## src/rtl/sokoban_pkg.sv

```systemverilog
// rtl/sokoban_pkg.sv - shared direction codes, queue FSM states and direction priority
package sokoban_pkg;

  // 2-bit move command codes as seen by the game core
  typedef enum logic [1:0] {
    DIR_UP    = 2'b00,
    DIR_DOWN  = 2'b01,
    DIR_LEFT  = 2'b10,
    DIR_RIGHT = 2'b11
  } dir_e;

  // Issue FSM states of the move command queue
  typedef enum logic [1:0] {
    IDLE    = 2'b00,
    PRESENT = 2'b01,
    HOLDOFF = 2'b10
  } mvq_state_e;

  // Result of resolving one cycle of action pulses
  typedef struct packed {
    logic valid;  // at least one pulse present
    logic multi;  // more than one pulse: the losers are discarded
    dir_e code;   // winning direction
  } dir_pick_t;

  // Same-cycle pulses resolve as up > down > left > right
  function automatic dir_pick_t pick_dir(input logic up, input logic down,
                                         input logic left, input logic right);
    dir_pick_t p;
    p.valid = up | down | left | right;
    p.multi = (up & (down | left | right)) | (down & (left | right)) | (left & right);
    if (up)        p.code = DIR_UP;
    else if (down) p.code = DIR_DOWN;
    else if (left) p.code = DIR_LEFT;
    else           p.code = DIR_RIGHT;
    return p;
  endfunction

endpackage

```

## src/rtl/mvq_fifo.sv

```systemverilog
// rtl/mvq_fifo.sv - synchronous FIFO with flush, level and full/empty flags
module mvq_fifo #(
  parameter int DEPTH = 4,
  parameter int W     = 2,
  localparam int AW   = $clog2(DEPTH),
  localparam int LW   = AW + 1
) (
  input  logic          clk_i,
  input  logic          rst_i,
  input  logic          flush_i,
  input  logic          push_i,
  input  logic          pop_i,
  input  logic [W-1:0]  data_i,
  output logic [W-1:0]  data_o,
  output logic [LW-1:0] level_o,
  output logic [LW-1:0] level_next_o,
  output logic          full_o,
  output logic          empty_o
);

  logic [W-1:0]  mem_q [DEPTH];
  logic [AW-1:0] wr_ptr_q, wr_ptr_d;
  logic [AW-1:0] rd_ptr_q, rd_ptr_d;
  logic [LW-1:0] level_q, level_d;
  logic          wr_en, rd_en;

  assign full_o  = (level_q == LW'(DEPTH));
  assign empty_o = (level_q == '0);

  // A write into a full FIFO is only legal when the head leaves in the same cycle
  assign rd_en = pop_i & ~empty_o & ~flush_i;
  assign wr_en = push_i & (~full_o | rd_en) & ~flush_i;

  // Pointer and level next-state; pointers wrap naturally at DEPTH (power of two)
  always_comb begin
    wr_ptr_d = wr_ptr_q;
    rd_ptr_d = rd_ptr_q;
    level_d  = level_q;
    if (flush_i) begin
      wr_ptr_d = '0;
      rd_ptr_d = '0;
      level_d  = '0;
    end else begin
      if (wr_en) wr_ptr_d = wr_ptr_q + AW'(1);
      if (rd_en) rd_ptr_d = rd_ptr_q + AW'(1);
      case ({wr_en, rd_en})
        2'b10:   level_d = level_q + LW'(1);
        2'b01:   level_d = level_q - LW'(1);
        default: level_d = level_q;
      endcase
    end
  end

  // Pointer, level and storage registers
  always_ff @(posedge clk_i) begin
    if (rst_i) begin
      wr_ptr_q <= '0;
      rd_ptr_q <= '0;
      level_q  <= '0;
      for (int i = 0; i < DEPTH; i++) mem_q[i] <= '0;
    end else begin
      wr_ptr_q <= wr_ptr_d;
      rd_ptr_q <= rd_ptr_d;
      level_q  <= level_d;
      if (wr_en) mem_q[wr_ptr_q] <= data_i;
    end
  end

  assign data_o       = mem_q[rd_ptr_q];
  assign level_o      = level_q;
  assign level_next_o = level_d;

endmodule

```

## src/rtl/move_cmd_queue.sv

```systemverilog
// rtl/move_cmd_queue.sv - direction pulse encoder, move FIFO and paced valid/ready issue
module move_cmd_queue
  import sokoban_pkg::*;
#(
  parameter int DEPTH      = 4,
  parameter int GAP_CYCLES = 16,
  parameter int DROP_W     = 8
) (
  input  logic                    MVQ_clk,
  input  logic                    MVQ_rst,
  input  logic                    MVQ_flush,
  input  logic                    MVQ_up,
  input  logic                    MVQ_down,
  input  logic                    MVQ_left,
  input  logic                    MVQ_right,
  output logic                    MVQ_dir_valid,
  output logic [1:0]              MVQ_dir_code,
  input  logic                    MVQ_dir_ready,
  output logic [$clog2(DEPTH):0]  MVQ_level,
  output logic                    MVQ_overflow,
  output logic [DROP_W-1:0]       MVQ_drop_cnt
);

  localparam int LW = $clog2(DEPTH) + 1;
  localparam int CW = (GAP_CYCLES > 0) ? $clog2(GAP_CYCLES + 1) : 1;

  dir_pick_t         pick;
  logic              pop_req, push_ok, lost, drop_evt;
  logic              fifo_full, fifo_empty;
  logic [LW-1:0]     level_nx;
  logic [1:0]        head;
  mvq_state_e        state_q, state_d;
  logic [CW-1:0]     cnt_q, cnt_d;
  logic              overflow_q;
  logic [DROP_W-1:0] drop_q;

  assign pick = pick_dir(MVQ_up, MVQ_down, MVQ_left, MVQ_right);

  // Flush wins over everything in its cycle: no push, no pop, nothing counted
  assign pop_req  = MVQ_dir_valid & MVQ_dir_ready & ~MVQ_flush;
  assign push_ok  = pick.valid & (~fifo_full | pop_req) & ~MVQ_flush;
  assign lost     = pick.valid & fifo_full & ~pop_req & ~MVQ_flush;
  assign drop_evt = (pick.multi | lost) & ~MVQ_flush;

  mvq_fifo #(
    .DEPTH (DEPTH),
    .W     (2)
  ) u_fifo (
    .clk_i        (MVQ_clk),
    .rst_i        (MVQ_rst),
    .flush_i      (MVQ_flush),
    .push_i       (push_ok),
    .pop_i        (pop_req),
    .data_i       (pick.code),
    .data_o       (head),
    .level_o      (MVQ_level),
    .level_next_o (level_nx),
    .full_o       (fifo_full),
    .empty_o      (fifo_empty)
  );

  // State register and hold-off counter
  always_ff @(posedge MVQ_clk) begin
    if (MVQ_rst) begin
      state_q <= IDLE;
      cnt_q   <= '0;
    end else begin
      state_q <= state_d;
      cnt_q   <= cnt_d;
    end
  end

  // Next state: decisions use the post-update level so a push reaches the core next cycle
  always_comb begin
    state_d = state_q;
    cnt_d   = cnt_q;
    if (MVQ_flush) begin
      state_d = IDLE;
      cnt_d   = '0;
    end else begin
      case (state_q)
        IDLE: begin
          if (level_nx != '0) state_d = PRESENT;
        end
        PRESENT: begin
          if (pop_req) begin
            if (GAP_CYCLES > 0) begin
              state_d = HOLDOFF;
              cnt_d   = CW'(GAP_CYCLES);
            end else if (level_nx != '0) begin
              state_d = PRESENT;
            end else begin
              state_d = IDLE;
            end
          end
        end
        HOLDOFF: begin
          if (cnt_q <= CW'(1)) begin
            cnt_d   = '0;
            state_d = (level_nx != '0) ? PRESENT : IDLE;
          end else begin
            cnt_d = cnt_q - CW'(1);
          end
        end
        default: begin
          state_d = IDLE;
          cnt_d   = '0;
        end
      endcase
    end
  end

  // Outputs: the head is only offered while presenting; the code always mirrors the head
  always_comb begin
    MVQ_dir_valid = (state_q == PRESENT) && !fifo_empty;
    MVQ_dir_code  = head;
  end

  // Sticky overflow flag and saturating drop counter, cleared only by reset
  always_ff @(posedge MVQ_clk) begin
    if (MVQ_rst) begin
      overflow_q <= 1'b0;
      drop_q     <= '0;
    end else begin
      if (lost) overflow_q <= 1'b1;
      if (drop_evt && (drop_q != '1)) drop_q <= drop_q + DROP_W'(1);
    end
  end

  assign MVQ_overflow = overflow_q;
  assign MVQ_drop_cnt = drop_q;

endmodule

```

## config.mk

```make
export PLATFORM = sky130hd
export DESIGN_NAME = move_cmd_queue
export DESIGN_NICKNAME = d
export VERILOG_FILES = /design/src/rtl/sokoban_pkg.sv /design/src/rtl/mvq_fifo.sv /design/src/rtl/move_cmd_queue.sv
export SDC_FILE = /design/constraint.sdc
export NUM_CORES = 1
export LEC_CHECK = 0
export ABC_AREA = 1
export BUFFER_PORTS_ARGS = -buffer_cell sky130_fd_sc_hd__buf_4
export CAP_MARGIN = 0
export CELL_PAD_IN_SITES_DETAIL_PLACEMENT = 0
export CELL_PAD_IN_SITES_GLOBAL_PLACEMENT = 1
export CORE_UTILIZATION = 42
export CTS_CLUSTER_SIZE = 14
export DETAILED_ROUTE_END_ITERATION = 6
export PLACE_DENSITY = 0.87
export SLEW_MARGIN = 25
export SYNTH_ARGS = -nofsm -noshare
export SYNTH_HDL_FRONTEND = slang
export SYNTH_SLANG_ARGS = --single-unit
```

## constraint.sdc

```tcl
create_clock -name MVQ_clk -period 2.83 [get_ports MVQ_clk]
set_input_delay 0.7075 -clock MVQ_clk [delete_from_list [all_inputs] [get_ports MVQ_clk]]
set_output_delay 0.7075 -clock MVQ_clk [all_outputs]
set_load 0.005 [all_outputs]
```

Word level (Yosys, flattened, before mapping)
Memory sizes are Yosys's and may differ from the RTL's. A register that Yosys moved wholly into a read port is not among the register bits. Cells that the tools add are included.

$add $sub $neg: 6. Magnitude comparators: 1. Eq/ne operators: 9. Mux-type cells: 23. Bitwise operators: 31. Reductions and logical operators: 10.

Operators with widths (number): $mux 2 (9); $and 1x1->1 (15); $pmux 5 s3 (1); $or 1x1->1 (11); $mux 5 (2); $add 8x1->8 const B (1); $mux 1 (8); $ne 8x8->1 const B (1); $ne 2x2->1 const B (3); $pmux 2 s3 (1); $pmux 3 s2 (1); $le 5x1->1 const B (1); $not 1->1 (5); $sub 5x1->5 const B (1); $add 2x1->2 const B (2); $eq 2x1->1 const B (2); $eq 2x2->1 const B (2); $reduce_or 2->1 (2); $add 3x1->3 const B (1); $eq 3x3->1 const B (1); $logic_not 3->1 (1); $mux 3 (1); $reduce_and 3->1 (1); $reduce_bool 3->1 (1); 5 further kinds (6).

Flip-flop bits (word level): 23. Memory bits (writable): 8. Input port bits: 8. Output and inout bits: 15. Word-level logic and storage cells: 88. Memories kept: 1.

Memory list: u_fifo.mem_q (words 4, width 2, rd ports 1, clocked after memory_dff 1, write ports 4, line mvq_fifo.sv:21) `logic [W-1:0] mem_q [DEPTH];`.

Logic depth before layout (Yosys ltp)
Gate-level depths: netlist (run 1).

Depth in word-level cells: 17. Depth in mapped cells: 18. Depth with buffers taken out: 18.

Modules after synthesis
Synthesis (run 1) repeated with hierarchy kept, for this count alone.

Cells, all modules: 274. Area total of the unflattened synthesis: 2014.4 sq um.

Modules (own cells, without submodules): move_cmd_queue (times used 1, cells each 170, area an instance 1113.6 sq um, sequential area each 320.3 sq um); mvq_fifo (times used 1, cells each 104, area an instance 900.9 sq um, sequential area each 420.4 sq um).

Worst setup path before layout (run 1)
Ideal clock, no wire load.

Kind: input port to flip-flop. Start: input MVQ_right. End: register state_q[0]. Setup time: 0.114 ns. Arrival time: 2.411 ns. Required time: 2.716 ns. Path slack: 0.306 ns. Stages on the path: 14. Buffers on the path: 0. Cells stage by stage: inv_1 a31oi_1 nand2_2 ha_1 fa_1 nor2_1 nor2_1 o21ai_0 nand2_1 inv_1 nand3_1 nand2_1 a21oi_1 nor2_1.

Longest elaborated chain between the ends: 12. Elaborated cells on any way between the ends: 15. Those cells by class: 3 x eq/ne; 5 x mux; 5 x bitwise; 2 x reduce/logical.

RTL lines: start, declared (line move_cmd_queue.sv:15) `input logic MVQ_right,`; $or 1x1->1 * (line sokoban_pkg.sv:30) `p.valid = up | down | left | right;`; $and 1x1->1 * (2 in series) (line move_cmd_queue.sv:41) `assign push_ok = pick.valid & (~fifo_full | pop_req) & ~MVQ_flush;`; $and 1x1->1 * (2 in series) (line mvq_fifo.sv:32) `assign wr_en = push_i & (~full_o | rd_en) & ~flush_i;`; $eq 2x1->1 / $eq 2x2->1 (equally long branches) (line mvq_fifo.sv:46) `case ({wr_en, rd_en})`; $pmux 3 s2 * (line mvq_fifo.sv:46); $mux 3 * (line mvq_fifo.sv:39) `if (flush_i) begin`; $reduce_bool 3->1 * (line move_cmd_queue.sv:83, move_cmd_queue.sv:100); $mux 1 (line move_cmd_queue.sv:100) `state_d = (level_nx != '0) ? PRESENT : IDLE;`; $mux 2 (line move_cmd_queue.sv:98) `if (cnt_q <= CW'(1)) begin`; $pmux 2 s3 (line move_cmd_queue.sv:81) `case (state_q)`; end signal, assigned (line move_cmd_queue.sv:68) `state_q <= state_d;`; end, declared (line move_cmd_queue.sv:32) `mvq_state_e state_q, state_d;`.

Mark *: on every way between the ends. The rest lies on a longest branch, timed or not. The select of a mux whose other input is x is not followed. A chain may end at the register's enable or synchronous reset.

Final worst setup path (run 1)
Start: register state_q[1]. End: register state_q[0].

Longest elaborated chain between the ends: 16. Elaborated cells on any way between the ends: 26. Those cells by class: 7 x eq/ne; 5 x mux; 10 x bitwise; 4 x reduce/logical.

RTL lines: $eq 2x1->1 (line move_cmd_queue.sv:81, move_cmd_queue.sv:115); $logic_and 1x1->1 (line move_cmd_queue.sv:115) `MVQ_dir_valid = (state_q == PRESENT) && !fifo_empty;`; $and 1x1->1 (2 in series) (line move_cmd_queue.sv:40) `assign pop_req = MVQ_dir_valid & MVQ_dir_ready & ~MVQ_flush;`; $or 1x1->1 / $and 1x1->1 (equally long branches) (line move_cmd_queue.sv:41, mvq_fifo.sv:31); $and 1x1->1, on equally long branches (line move_cmd_queue.sv:41, mvq_fifo.sv:31); $and 1x1->1 / $or 1x1->1 (equally long branches) (line move_cmd_queue.sv:41, mvq_fifo.sv:32); $and 1x1->1 (2 in series) (line mvq_fifo.sv:32); $eq 2x1->1 / $eq 2x2->1 (equally long branches) (line mvq_fifo.sv:46); $pmux 3 s2 (line mvq_fifo.sv:46); $mux 3 (line mvq_fifo.sv:39); $reduce_bool 3->1 (line move_cmd_queue.sv:83, move_cmd_queue.sv:100); $mux 1 (line move_cmd_queue.sv:100); $mux 2 (line move_cmd_queue.sv:98); $pmux 2 s3 (line move_cmd_queue.sv:81).

Several ways; a longest one is shown, not always the timed one. The select of a mux whose other input is x is not followed.

==> results by stage, run 1 <==
Outcome:
- The flow ran to the end, and the final reports show no timing, DRC or antenna violations.

Cells and area:
- For this run, the share of the core covered by cells in the final layout is 52.8%.
- The repair_antennas step left the layout with diodes totalling 0.
- The share of layout cells above drive strength 1 is 21.1%.
- The layout has 402 filler cells.
- The number of cells in the finished layout apart from fillers is 325.
- From synthesis to final layout, the design area changed by 17.5%.
- At the end of the flow, the number of nets in the layout was 291.

Synth:
- The fraction of registers with async set/reset is 0%.
- Among all flip-flop cells after synthesis, the most frequent one is sky130_fd_sc_hd__dfxtp_1.
- By area the synthesized netlist is led by sky130_fd_sc_hd__dfxtp_1 (27%), sky130_fd_sc_hd__edfxtp_1 (13%), sky130_fd_sc_hd__nand2_1 (8.5%), sky130_fd_sc_hd__inv_1 (6.9%), sky130_fd_sc_hd__nor2_1 (6.9%).
- The largest total area in the synthesized netlist belongs to sky130_fd_sc_hd__dfxtp_1.
- The gate count after technology mapping is 244.
- The number of different library cells in the post-synthesis netlist is 31.
- The share of synthesized area in the top cell type comes to 27.1%.
- The count of flip-flops with a built-in enable after synthesis is 8.
- The number of synthesized register bits is 33.
- The number of warnings issued by yosys is 0.
- The most used standard cell by instance count after synthesis is sky130_fd_sc_hd__nand2_1.
- Ranked by instance count, the synthesized netlist is headed by sky130_fd_sc_hd__nand2_1 (42), sky130_fd_sc_hd__inv_1 (34), sky130_fd_sc_hd__nor2_1 (34).
- The synthesized area per cell is 7.58 um2.
- The cell area that synthesis handed to floorplanning was 1850 um2.
- The sequential area share after synthesis is 40.1%.
- When the netlist entered floorplanning its net count stood at 261.

Die:
- The core box area is 4120 um2.
- From left edge to right edge, the die measures 68.4 um.
- The number of primary I/O pins is 23.
- The vertical die dimension is 68.4 um.
- For this configuration, the core starts out at a cell density of 44.9%.
- The number of rows in the core area is 23.
- The die area is 4670 um2.

Clock network:
- The master cell of the clock root buffer is sky130_fd_sc_hd__clkbuf_8.
- Clock latency on the worst-skew pair, taken at its later pin, is 280 ps.
- The maximum buffer depth of the clock tree is 2.
- The clock sink count is 33.
- The number of buffers inserted by hold repair at cts is 0.
- TritonCTS built the clock tree.
- The clock input transition at the sequential cells of the worst setup and hold paths is 60 ps.
- The H-tree generated during clock tree synthesis spans 2 levels.
- The buffers inserted during post-CTS setup optimization is 0.
- The post-cts gate resize count is 0.
- The number of CTS-inserted buffers is 5.

Detailed routing:
- The first-pass iteration count of the detailed router is 4.
- The iteration-0 DRC count of the detailed router is 66.
- Dividing the detail-routed wire length by the instance count gives 10.7 um.
- The DRC violation count after routing is 0.
- The final layout contains routed wiring with a total length of 3.48 mm.
- The number of nets with antenna violations after routing is 0.
- The via count of the routed design is 1,550.
- The ratio of routed vias to standard cells is 4.77.

STA:
- The worst clock skew is 2.83 ps.
- The max-slew violation total from the final report is 0.
- The maximum clock frequency is 0.391 GHz.
- Setup violations remaining at the end of the flow were counted as 0.
- The worst slew margin relative to its limit is 67.3%.
- Summed over all failing endpoints, the final setup total negative slack is 0 ps.
- The portion of the clock cycle consumed by the worst path in the final layout is 90.3%.
- The transition time at the pin with the least slew margin is 488 ps.
- Setup repair after global routing left no endpoint under its margin.
- The worst hold slack after final layout is 468 ps.
- The count of endpoints failing hold in the final timing report is 0.
- Counting I/O delays and the setup requirement, the final critical path takes 2560 ps.

Worst setup path:
- The critical path's largest stage delay is 490 ps.
- Along the worst path, the maximum fanout reaches 4.
- The worst setup path is captured at a register.
- Grouping stages by cell kind, the critical path spends the most delay in adder cells.
- For flop-to-flop paths, the worst setup slack is 270 ps.
- The number of cells on the worst reg-to-reg path is 16.
- The start-to-end type of the worst setup path is register to register.
- In this run the critical register-to-register path is captured at state_q[0]$_SDFFE_PP0P_.
- The type of element launching the critical path is a register.
- Data on the critical path is required at its endpoint by 3010 ps.
- The number of buffers and inverters on the critical path is 3.
- Data arrives at the worst endpoint at 2740 ps.
- The cell at the slowest stage of the critical path is sky130_fd_sc_hd__fa_1.
- The startpoint of the worst register-to-register path is state_q[1]$_SDFFE_PP0P_.
- The most repeated library cell on the critical path is sky130_fd_sc_hd__nor2_1.
- Walking the worst path, the cells encountered are inv_1 -> ha_2 -> inv_2 -> o211ai_2 -> nand2_2 -> ha_1 -> fa_1 -> nor2_1 -> nor2_1 -> o21ai_0 -> nand2_1 -> inv_1 -> nand3_1 -> nand2_1 -> a21oi_1 -> nor2_1.

Power:
- The net switching fraction of the power is 26.1%.
- The clock network burns 34.5% of the power.
- Across the VDD grid, the largest voltage drop is 0.000312 V.
- The share of total power dissipated in sequential elements is 52.7%.
- The power density of the placed cells is 442 nW/um2.
- The combinational share of power is 12.8%.
- The static leakage is 0.980 nW.
- The cell-internal power is 0.709 mW.
- The analysis attributes to net switching a power of 0.251 mW.

Placed design:
- The number of placed instances, taps included, is 317.
- The HPWL after detailed placement is 2.66 mm.
- At the end of routability-driven placement, the weighted congestion stood at 0.781.
- The quantity of I/O buffers inserted on ports is 22.

Global route:
- The number of global-route vias before repair is 1,416.
- The remaining global-route overflow is 0.
- The initial antenna violation count came to 0.
- The first-pass GRT wire length is 5.82 mm.
- The pin count of the biggest net entering global routing is 13.
- Global routing used 17.0% of the available tracks.

Worst hold path:
- The number of stages on the worst hold path is 2.
- The capture endpoint of the worst hold path is MVQ_overflow$_SDFFE_PP0P_.
- The source of the worst hold timing path is MVQ_overflow$_SDFFE_PP0P_.
- The tightest min-delay check is of the register to register type.

Run:
- Across the run, the number of max-cap violations was 0.
## power groups by stage
stage               Clock [mW]  Combinational, mW  Sequential [mW]
floorplan                    0             0.0821            0.515
global placement             0              0.122            0.517
detailed placement           0              0.123            0.517
CTS                      0.344              0.123            0.506
global route             0.363              0.140            0.507
finish                   0.331              0.123            0.506
## through the flow
stage	area [um2]	setup slack [ps]	power (mW)
finish	2170	274	0.960
global route	2170	10.5	1.01
CTS	2170	210	0.973
detailed placement	2090	85.0	0.640
global placement	2090	125	0.639
floorplan	1850	306	0.597
## layout by cell type (no fill, tap or decap), types with 3 or more instances in the layout
master                     synthesis  routed
sky130_fd_sc_hd__inv_1            34      34
sky130_fd_sc_hd__o21ai_0          12      12
sky130_fd_sc_hd__inv_2             8       8
sky130_fd_sc_hd__nand2_1          42      42
sky130_fd_sc_hd__dfxtp_1          25      25
sky130_fd_sc_hd__nand3_1          22      22
sky130_fd_sc_hd__a21oi_2           4       4
sky130_fd_sc_hd__clkbuf_8          0       5
sky130_fd_sc_hd__xor2_1            5       5
sky130_fd_sc_hd__edfxtp_1          8       8
sky130_fd_sc_hd__ha_1              8       7
sky130_fd_sc_hd__buf_4             0      24
sky130_fd_sc_hd__xnor2_1           3       3
sky130_fd_sc_hd__nand2_2           5       5
sky130_fd_sc_hd__a21oi_1          15      15
sky130_fd_sc_hd__nor2_1           34      34
## layer usage
layer  up-vias  GRT usage, %  share of wire [%]
li1        837             -                  -
met1       692          20.4                 48
met2        17          27.9                 47
met3         4          4.50                3.6
met4         0          8.33               0.98
met5         -             0                  0
## state kept, by name, summed over array words and instances, names as in the netlist, named ones only
register / cells
state_q: 2
cnt_q: 5
u_fifo.mem_q: 8
u_fifo.wr_ptr_q: 2
MVQ_overflow: 1
MVQ_drop_cnt: 8
u_fifo.level_o: 3
u_fifo.rd_ptr_q: 2
## logic make-up after synthesis
family | share of synthesized area [%]
AO/OA/AOI/OAI | 12.4
XOR/XNOR | 3.79
adder cells (fa/ha/maj) | 6.50
buffers and inverters | 9.00
flip-flops | 40.1
AND/OR/NAND/NOR | 28.2
## worst max path at each step
stage / start / cells after the start / end / slack, ps
floorplan: MVQ_right / 14 / state_q[0]$_SDFFE_PP0P_ / 310
detailed placement: MVQ_right / 15 / state_q[0]$_SDFFE_PP0P_ / 80
global route: state_q[1]$_SDFFE_PP0P_ / 17 / state_q[0]$_SDFFE_PP0P_ / 10
CTS: state_q[1]$_SDFFE_PP0P_ / 16 / state_q[0]$_SDFFE_PP0P_ / 210
global placement: MVQ_right / 15 / state_q[0]$_SDFFE_PP0P_ / 130
finish: state_q[1]$_SDFFE_PP0P_ / 16 / state_q[0]$_SDFFE_PP0P_ / 270
## cell type report
cell class / count / area, um2 / share of cell area (%)
multi-input combinational: 167 / 945 / 43.5
sequential: 33 / 741 / 34.1
timing repair buffer: 24 / 180 / 8.29
inverter: 43 / 163 / 7.49
clock buffer: 5 / 68.8 / 3.17
tap: 50 / 62.6 / 2.88
clock inverter: 3 / 12.5 / 0.576
## worst min-delay path: stages (launching register included)
cell and delay [ps]:
sky130_fd_sc_hd__dfxtp_1 320, sky130_fd_sc_hd__inv_1 50, sky130_fd_sc_hd__a21oi_1 60
No activity file was read; power rests on OpenSTA's default activity.
==> run 2: changes to the inputs <==
--- a/config.mk
+++ b/config.mk
@@ -10,6 +10,7 @@
 export CAP_MARGIN = 0
 export CELL_PAD_IN_SITES_DETAIL_PLACEMENT = 0
 export CELL_PAD_IN_SITES_GLOBAL_PLACEMENT = 1
+export CORE_MARGIN = 4
 export CORE_UTILIZATION = 42
 export CTS_CLUSTER_SIZE = 14
 export DETAILED_ROUTE_END_ITERATION = 6
==> constraint.sdc (replaced) <==
create_clock -name MVQ_clk -period 2.4 [get_ports MVQ_clk]
set_input_delay 0.6 -clock MVQ_clk [delete_from_list [all_inputs] [get_ports MVQ_clk]]
set_output_delay 0.6 -clock MVQ_clk [all_outputs]
set_load 0.005 [all_outputs]
==> results by stage, run 2 (synthesized netlist as in run 1, its figures left out) <==
Detailed routing:
- The average wire length per cell after detail routing is 11.4 um (+6.3%).
- The iteration-0 DRC count of the detailed router is 82 (+24%).
- The ratio of routed vias to standard cells is 4.86 (+1.9%).
- The DRC violation count after routing is 0 (unchanged).
- The total wire length is 3.94 mm (+13%).
- The number of nets with antenna violations after routing was 0 (unchanged).
- The via count of the routed design is 1,681 (+8.5%).
- The first-pass iteration count of the detailed router came to 4 (unchanged).

Run:
- The number of maximum-capacitance constraint violations is 0 (unchanged).

Cells and area:
- The final net count was 312 (+7.2%).
- The number of antenna repair diodes is 0 (unchanged).
- The commonest non-fill, non-tap cell in the layout is sky130_fd_sc_hd__buf_4.
- The layout-stage area growth over the synthesis result is 29.2%.
- In the layout the commonest cells are sky130_fd_sc_hd__buf_4 (45), sky130_fd_sc_hd__nand2_1 (41), sky130_fd_sc_hd__nor2_1 (34).
- The share of layout cells above drive strength 1 came to 31.8% (+11 points).

Die:
- The core box area came to 4120 um2 (unchanged).
- The die width was 74.4 um (+8.8%).
- The vertical die dimension is 74.4 um (+8.8%).
- The number of primary I/O pins is 23 (unchanged).
- The number of rows in the core area was 23 (unchanged).
- The die area was 5530 um2 (+18%).
- The initial standard-cell utilization of the core is 44.9% (unchanged).

Clock network:
- The master cell of the clock root buffer is sky130_fd_sc_hd__clkbuf_8.
- The clock sink count is 33 (unchanged).
- The number of CTS-inserted buffers is 5 (unchanged).
- The clock input transition at the sequential cells of the worst setup and hold paths is 70 ps (about the same).
- The maximum buffer depth of the clock tree was 2 (unchanged).
- The total number of H-tree levels is 2 (unchanged).
- The CTS tree is done.
- The clock latency of the later-clocked register in the worst-skew pair is 280 ps (about the same).

Power:
- The largest voltage drop on the vdd net was 0.000439 V (+41%).
- The cell-internal power is 0.863 mW (+22%).
- The static leakage is 1.09 nW (+11%).
- The sequential cell fraction of total power is 50.3% (-2.4 points).
- The clock power share is 34.4% (about the same).
- The power density of the placed cells is 496 nW/um2 (+12%).
- The total power was 1.18 mW (+23%).
- The reported net switching power is 0.322 mW (+28%).
- The combinational share of power is 15.3% (+2.5 points).
- The net switching fraction of the power was 27.1% (+1.0 points).

Placed design:
- The quantity of I/O buffers inserted on ports was 22 (unchanged).
- The final weighted congestion in routability-driven placement is 0.791 (+1.2%).
- The worst setup slack before clock tree synthesis came to -180 ps (-265 ps).
- The HPWL after detailed placement was 2.98 mm (+12%).

Worst setup path:
- Tracing the worst setup path back leads to its startpoint at state_q[1]$_SDFFE_PP0P_.
- The start-to-end type of the worst setup path is register to register.
- The biggest fanout along the worst timing path is 3 (-1).
- The arrival time reported for the critical path endpoint was 2500 ps (-240 ps).
- The most repeated library cell on the critical path is sky130_fd_sc_hd__nand2_1.
- Walking the worst path, the cells encountered are inv_2 -> ha_4 -> inv_2 -> o211ai_2 -> nand2_2 -> ha_4 -> fa_1 -> nor2_1 -> nor2_1 -> o21ai_2 -> nand2_1 -> inv_2 -> nand2_1 -> nand2_1 -> nand2_1 -> a21oi_2 -> nor2_1.
- The critical path buffer and inverter count was 3 (unchanged).
- Grouping stages by cell kind, the critical path spends the most delay in adder cells.
- The startpoint of the worst register-to-register path is state_q[1]$_SDFFE_PP0P_.
- The slowest stage of the critical path belongs to the cell sky130_fd_sc_hd__fa_1.
- STA classifies the critical path startpoint as a register.
- The critical path's largest stage delay is 420 ps (-70 ps).
- The critical path required time is 2570 ps (-440 ps).
- The element type at the critical path end is a register.

STA:
- The portion of the clock cycle consumed by the worst path in the final layout was 97.0% (+6.7 points).
- The count of endpoints failing hold in the final timing report was 0 (unchanged).
- The max-slew violation total from the final report is 0 (unchanged).
- The final worst-path setup slack was 72.2 ps (-202 ps).
- The worst clock skew is 7.48 ps (+4.65 ps).
- The minimum clock period is 2330 ps (-228 ps).
- The worst slew margin relative to its limit is 75.5% (+8.1 points).
- The sum of negative setup slack came to 0 ps (unchanged).
- The maximum clock frequency is 0.430 GHz (+9.8%).
- The count of endpoints failing setup in the final report is 0 (unchanged).
- Setup repair after global routing could not meet its margin everywhere.
- The transition time at the pin with the least slew margin is 364 ps (-124 ps).

Global route:
- The first-pass GRT wire length came to 6.67 mm (+15%).
- The remaining global-route overflow is 0 (unchanged).
- The number of global-route vias before repair is 1,542 (+8.9%).
- The initial antenna violation count came to 0 (unchanged).
- The pin count of the biggest net entering global routing is 13 (unchanged).
- The overall routing resource usage is 15.7% (-1.3 points).

Worst hold path:
- The path category of the worst min-delay check is register to register.
- The source of the worst hold timing path is MVQ_overflow$_SDFFE_PP0P_.

Outcome:
- The flow ran to the end, and the final reports show no timing, DRC or antenna violations.
## run 2: cell count changes in the layout (fill, tap and decap cells not counted), moves of 2 or more
cell,previous run,this run
sky130_fd_sc_hd__inv_2,8,11
sky130_fd_sc_hd__nand3_1,22,20
sky130_fd_sc_hd__a21oi_1,15,13
sky130_fd_sc_hd__clkinv_1,2,0
sky130_fd_sc_hd__ha_4,0,2
sky130_fd_sc_hd__dfxtp_2,0,2
sky130_fd_sc_hd__nand3_2,1,3
sky130_fd_sc_hd__inv_1,34,31
sky130_fd_sc_hd__a21oi_2,4,6
sky130_fd_sc_hd__dfxtp_1,25,23
sky130_fd_sc_hd__buf_4,24,45
## run 2: power by group through the flow
| stage | registers [mW] | logic (mW) | clock network, mW |
|---|---|---|---|
| finish | 0.596 | 0.182 | 0.407 |
| global route | 0.597 | 0.204 | 0.437 |
| CTS | 0.595 | 0.174 | 0.417 |
| detailed placement | 0.607 | 0.170 | 0 |
| global placement | 0.607 | 0.168 | 0 |
| floorplan | 0.607 | 0.0976 | 0 |
## run 2: worst paths after layout
| check | end | cells after the start | slack, ps |
|---|---|---|---|
| max | state_q[0]$_SDFFE_PP0P_ | 17 | 70 |
| max reg2reg | state_q[0]$_SDFFE_PP0P_ | 17 | 70 |
| min reg2reg | MVQ_overflow$_SDFFE_PP0P_ | 2 | 450 |
| min | MVQ_overflow$_SDFFE_PP0P_ | 2 | 450 |
## run 2: metal layers
metal / share of wire [%] / track usage, %
met5: 0 / 0
met3: 4.3 / 5.14
met4: 1.2 / 4.74
met1: 45 / 20.1
met2: 49 / 25.3
## run 2: cell type report
| cell class | instances | area (um2) |
|---|---|---|
| multi-input cells | 167 | 997 |
| well taps | 50 | 62.6 |
| fillers | 390 | 1730 |
| inverters | 43 | 163 |
| flip-flops and latches | 33 | 743 |
| clock inverters | 3 | 17.5 |
| repair buffers | 45 | 338 |
| clock buffers | 5 | 68.8 |
## run 2: repair_timing
item / 4_1_cts / 5_1_grt
pin swaps: 2 / 7
setup endpoints to repair: 2 / 2
hold buffers: 0 / 0
setup buffers: 0 / 2
gates resized for setup: 4 / 12
## run 2: stage by stage
step / std cells / utilization, % / hold slack, ps / instance area [um2]
2_1_floorplan: 244 / - / 445 / 1860
3_3_place_gp: 336 / 54.4 / 440 / 2240
3_5_place_dp: 336 / 54.4 / 447 / 2240
4_1_cts: 344 / 56.9 / 459 / 2340
5_1_grt: 346 / 58.1 / 462 / 2390
6_report: 346 / 58.1 / 454 / 2390
## run 2: worst register-to-register path, cell delays in order, from the launching register on
cell and delay, ps:
sky130_fd_sc_hd__dfxtp_2 320, sky130_fd_sc_hd__inv_2 70, sky130_fd_sc_hd__ha_4 130, sky130_fd_sc_hd__inv_2 50, sky130_fd_sc_hd__o211ai_2 200, sky130_fd_sc_hd__nand2_2 100
sky130_fd_sc_hd__ha_4 180, sky130_fd_sc_hd__fa_1 420, sky130_fd_sc_hd__nor2_1 110, sky130_fd_sc_hd__nor2_1 50, sky130_fd_sc_hd__o21ai_2 60, sky130_fd_sc_hd__nand2_1 90
sky130_fd_sc_hd__inv_2 60, sky130_fd_sc_hd__nand2_1 50, sky130_fd_sc_hd__nand2_1 60, sky130_fd_sc_hd__nand2_1 80, sky130_fd_sc_hd__a21oi_2 130, sky130_fd_sc_hd__nor2_1 50
==> run 3: changes to the inputs <==
--- a/config.mk
+++ b/config.mk
@@ -14,7 +14,7 @@
 export CORE_UTILIZATION = 42
 export CTS_CLUSTER_SIZE = 14
 export DETAILED_ROUTE_END_ITERATION = 6
-export PLACE_DENSITY = 0.87
+export PLACE_DENSITY_LB_ADDON = 0.1
 export SLEW_MARGIN = 25
 export SYNTH_ARGS = -nofsm -noshare
 export SYNTH_HDL_FRONTEND = slang
==> results by stage, run 3 (synthesized netlist as in run 1, its figures left out) <==
Outcome:
- The run finished with clean final reports.

STA:
- Setup repair after global routing could not meet its margin everywhere.
- The transition time at the pin with the least slew margin came to 478 ps (+113 ps).
- The maximum clock frequency is 0.431 GHz (+0.44%).
- The portion of the clock cycle consumed by the worst path in the final layout was 96.6% (-0.42 points).
- The worst hold slack after final layout is 485 ps (+30.9 ps).
- The count of endpoints failing setup in the final report is 0 (unchanged).
- The worst slew margin relative to its limit is 68.0% (-7.4 points).
- The max-slew violation total from the final report came to 0 (unchanged).
- The worst clock skew is 5.15 ps (-2.33 ps).
- The count of endpoints failing hold in the final timing report is 0 (unchanged).
- The minimum clock period came to 2320 ps (-10.1 ps).

Clock network:
- The number of CTS-inserted buffers is 5 (unchanged).
- The total number of H-tree levels is 2 (unchanged).
- The clock sink count was 33 (unchanged).
- The clock input transition at the sequential cells of the worst setup and hold paths is 70 ps (about the same).
- TritonCTS built the clock tree.
- The maximum buffer depth of the clock tree is 2 (unchanged).
- The clock latency of the later-clocked register in the worst-skew pair is 280 ps (about the same).
- The number of buffers inserted by hold repair at cts came to 0 (unchanged).
- CTS placed an instance of sky130_fd_sc_hd__clkbuf_8 at the clock tree root.

Worst setup path:
- The worst reg-to-reg setup slack came to 80 ps (about the same).
- The endpoint identified for the worst register-to-register timing path is state_q[0]$_SDFFE_PP0P_.
- The critical path is of the register to register type.
- The number of cells on the critical path was 18 (+1).
- The biggest fanout along the worst timing path is 3 (unchanged).
- The critical path goes through inv_2 -> ha_4 -> inv_4 -> a21oi_2 -> nand3_2 -> inv_2 -> ha_4 -> fa_1 -> nor2_1 -> nor2_1 -> o21ai_1 -> nand2_1 -> inv_2 -> nand3_2 -> nand2_2 -> nand2_1 -> nand2_1 -> nor2_1.
- The most critical setup path has its startpoint at state_q[1]$_SDFFE_PP0P_.
- The startpoint identified for the worst register-to-register timing path is state_q[1]$_SDFFE_PP0P_.
- The slowest stage of the critical path is the sky130_fd_sc_hd__fa_1 cell.
- The critical path required time is 2580 ps (about the same).
- The critical path capture point is state_q[0]$_SDFFE_PP0P_.
- The type of element launching the critical path is a register.
- The critical path's largest stage delay is 400 ps (-20 ps).
- The arrival time reported for the critical path endpoint was 2490 ps (about the same).
- The largest delay contributor family on the critical path is simple AND/OR/NAND/NOR gates.
- The critical path buffer and inverter count is 4 (+1).
- STA classifies the critical path endpoint as a register.
- The depth of the most critical reg-to-reg path is 18 (+1).

Die:
- The number of primary I/O pins is 23 (unchanged).
- The die width is 74.4 um (unchanged).
- The initial standard-cell utilization of the core is 44.9% (unchanged).
- The vertical die dimension is 74.4 um (unchanged).
- The die area was 5530 um2 (unchanged).
- The number of rows in the core area came to 23 (unchanged).
- The core box area is 4120 um2 (unchanged).

Worst hold path:
- The source of the worst hold timing path is MVQ_overflow$_SDFFE_PP0P_.
- The path class of the tightest hold or removal check is register to register.

Cells and area:
- The number of antenna repair diodes is 0 (unchanged).
- The finished layout cell area came to 2380 um2 (-0.31%).
- The number of cells in the finished layout apart from fillers came to 345 (-0.29%).
- The utilization after layout came to 57.9% (-0.18 points).
- The final net count is 311 (-0.32%).
- The share of layout cells above drive strength 1 is 30.5% (-1.2 points).
- Leaving out fill and tap cells, the most frequent cells in the layout are sky130_fd_sc_hd__buf_4 (44), sky130_fd_sc_hd__nand2_1 (41), sky130_fd_sc_hd__nor2_1 (33).
- The layout-stage area growth over the synthesis result is 28.8%.
- Leaving out fill and tap cells, the most frequent cell in the layout is sky130_fd_sc_hd__buf_4.

Placed design:
- The HPWL after detailed placement was 3.06 mm (+2.7%).
- The quantity of I/O buffers inserted on ports is 22 (unchanged).
- The final weighted congestion in routability-driven placement is 0.841 (+6.4%).
- The cell count after placement came to 333 (-0.89%).
- The post-detailed-placement cell area came to 2210 um2 (-1.0%).

Detailed routing:
- The iteration-0 DRC count of the detailed router was 89 (+8.5%).
- The number of nets with antenna violations after routing is 0 (unchanged).
- The ratio of routed vias to standard cells is 4.81 (-0.96%).
- The total wire length is 4.03 mm (+2.3%).
- The first-pass iteration count of the detailed router is 4 (unchanged).
- The DRC violation count after routing came to 0 (unchanged).
- The average wire length per cell after detail routing is 11.7 um (+2.6%).
- The via count of the routed design came to 1,660 (-1.2%).

Global route:
- The pin count of the biggest net entering global routing is 13 (unchanged).
- The initial antenna violation count came to 0 (unchanged).
- The remaining global-route overflow is 0 (unchanged).
- The overall routing resource usage is 15.9% (+0.19 points).
- The number of global-route vias before repair is 1,543 (+0.065%).
- The first-pass GRT wire length is 6.78 mm (+1.7%).

Power:
- The sequential cell fraction of total power was 50.7% (+0.4 points).
- The reported net switching power came to 0.315 mW (-1.9%).
- The net switching fraction of the power is 26.8% (-0.30 points).
- The static leakage is 1.10 nW (+0.60%).
- The power density of the placed cells is 493 nW/um2 (-0.48%).
- The clock power share is 33.8% (-0.6 points).
- The combinational share of power is 15.5% (+0.2 points).
- The largest voltage drop on the vdd net is 0.000230 V (-48%).
- The total power came to 1.17 mW (-0.79%).
- The cell-internal power is 0.860 mW (-0.38%).

Run:
- The number of maximum-capacitance constraint violations is 0 (unchanged).
==> run 3: per-layer routing <==
metal	GRT usage (%)	up-vias	wire (um)
met5	0	-	0
met4	4.74	0	15
met3	3.92	2	203
met2	26.1	33	1950
met1	20.7	745	1860
li1	-	880	-
==> run 3: worst min-delay path: stages (launching register included) <==
cell	delay (ps)
sky130_fd_sc_hd__dfxtp_1	330
sky130_fd_sc_hd__inv_1	60
sky130_fd_sc_hd__a21oi_1	50
==> run 3: worst min-delay path by stage <==
stage | endpoint | slack [ps] | depth (start not counted)
final | MVQ_overflow$_SDFFE_PP0P_ | 490 | 2
after global placement | cnt_q[1]$_SDFFE_PP0P_ | 460 | 2
after detailed placement | MVQ_overflow$_SDFFE_PP0P_ | 460 | 2
after global routing | MVQ_overflow$_SDFFE_PP0P_ | 510 | 2
after floorplan | cnt_q[1]$_SDFFE_PP0P_ | 440 | 2
after CTS | MVQ_overflow$_SDFFE_PP0P_ | 470 | 2
==> run 3: stage by stage <==
stage	TNS (ps)	worst slack, ps
6_report	0	82.3
5_1_grt	-233	-123
4_1_cts	0	2.28
3_5_place_dp	-288	-163
3_3_place_gp	-248	-135
2_1_floorplan	0	16.2
==> run 3: final cells by class <==
class                           count  area (um2)
Clock inverter                      3        12.5
Timing Repair Buffer               44         330
Multi-Input combinational cell    167        1000
Fill cell                         408        1730
Sequential cell                    33         743
Tap cell                           50        62.6
Clock buffer                        5        68.8
Inverter                           43         165
==> run 3: power groups by stage <==
stage | clock network [mW] | logic (mW) | registers [mW]
final | 0.397 | 0.182 | 0.596
after global routing | 0.433 | 0.207 | 0.598
after CTS | 0.414 | 0.171 | 0.594
after detailed placement | 0 | 0.168 | 0.607
after global placement | 0 | 0.168 | 0.606
after floorplan | 0 | 0.0976 | 0.607
==> run 3: what timing repair did <==
item                       in CTS  in global routing
setup endpoints to repair       2                  2
setup buffers                   0                  4
pin swaps                       3                  7
resized for setup               3                 14
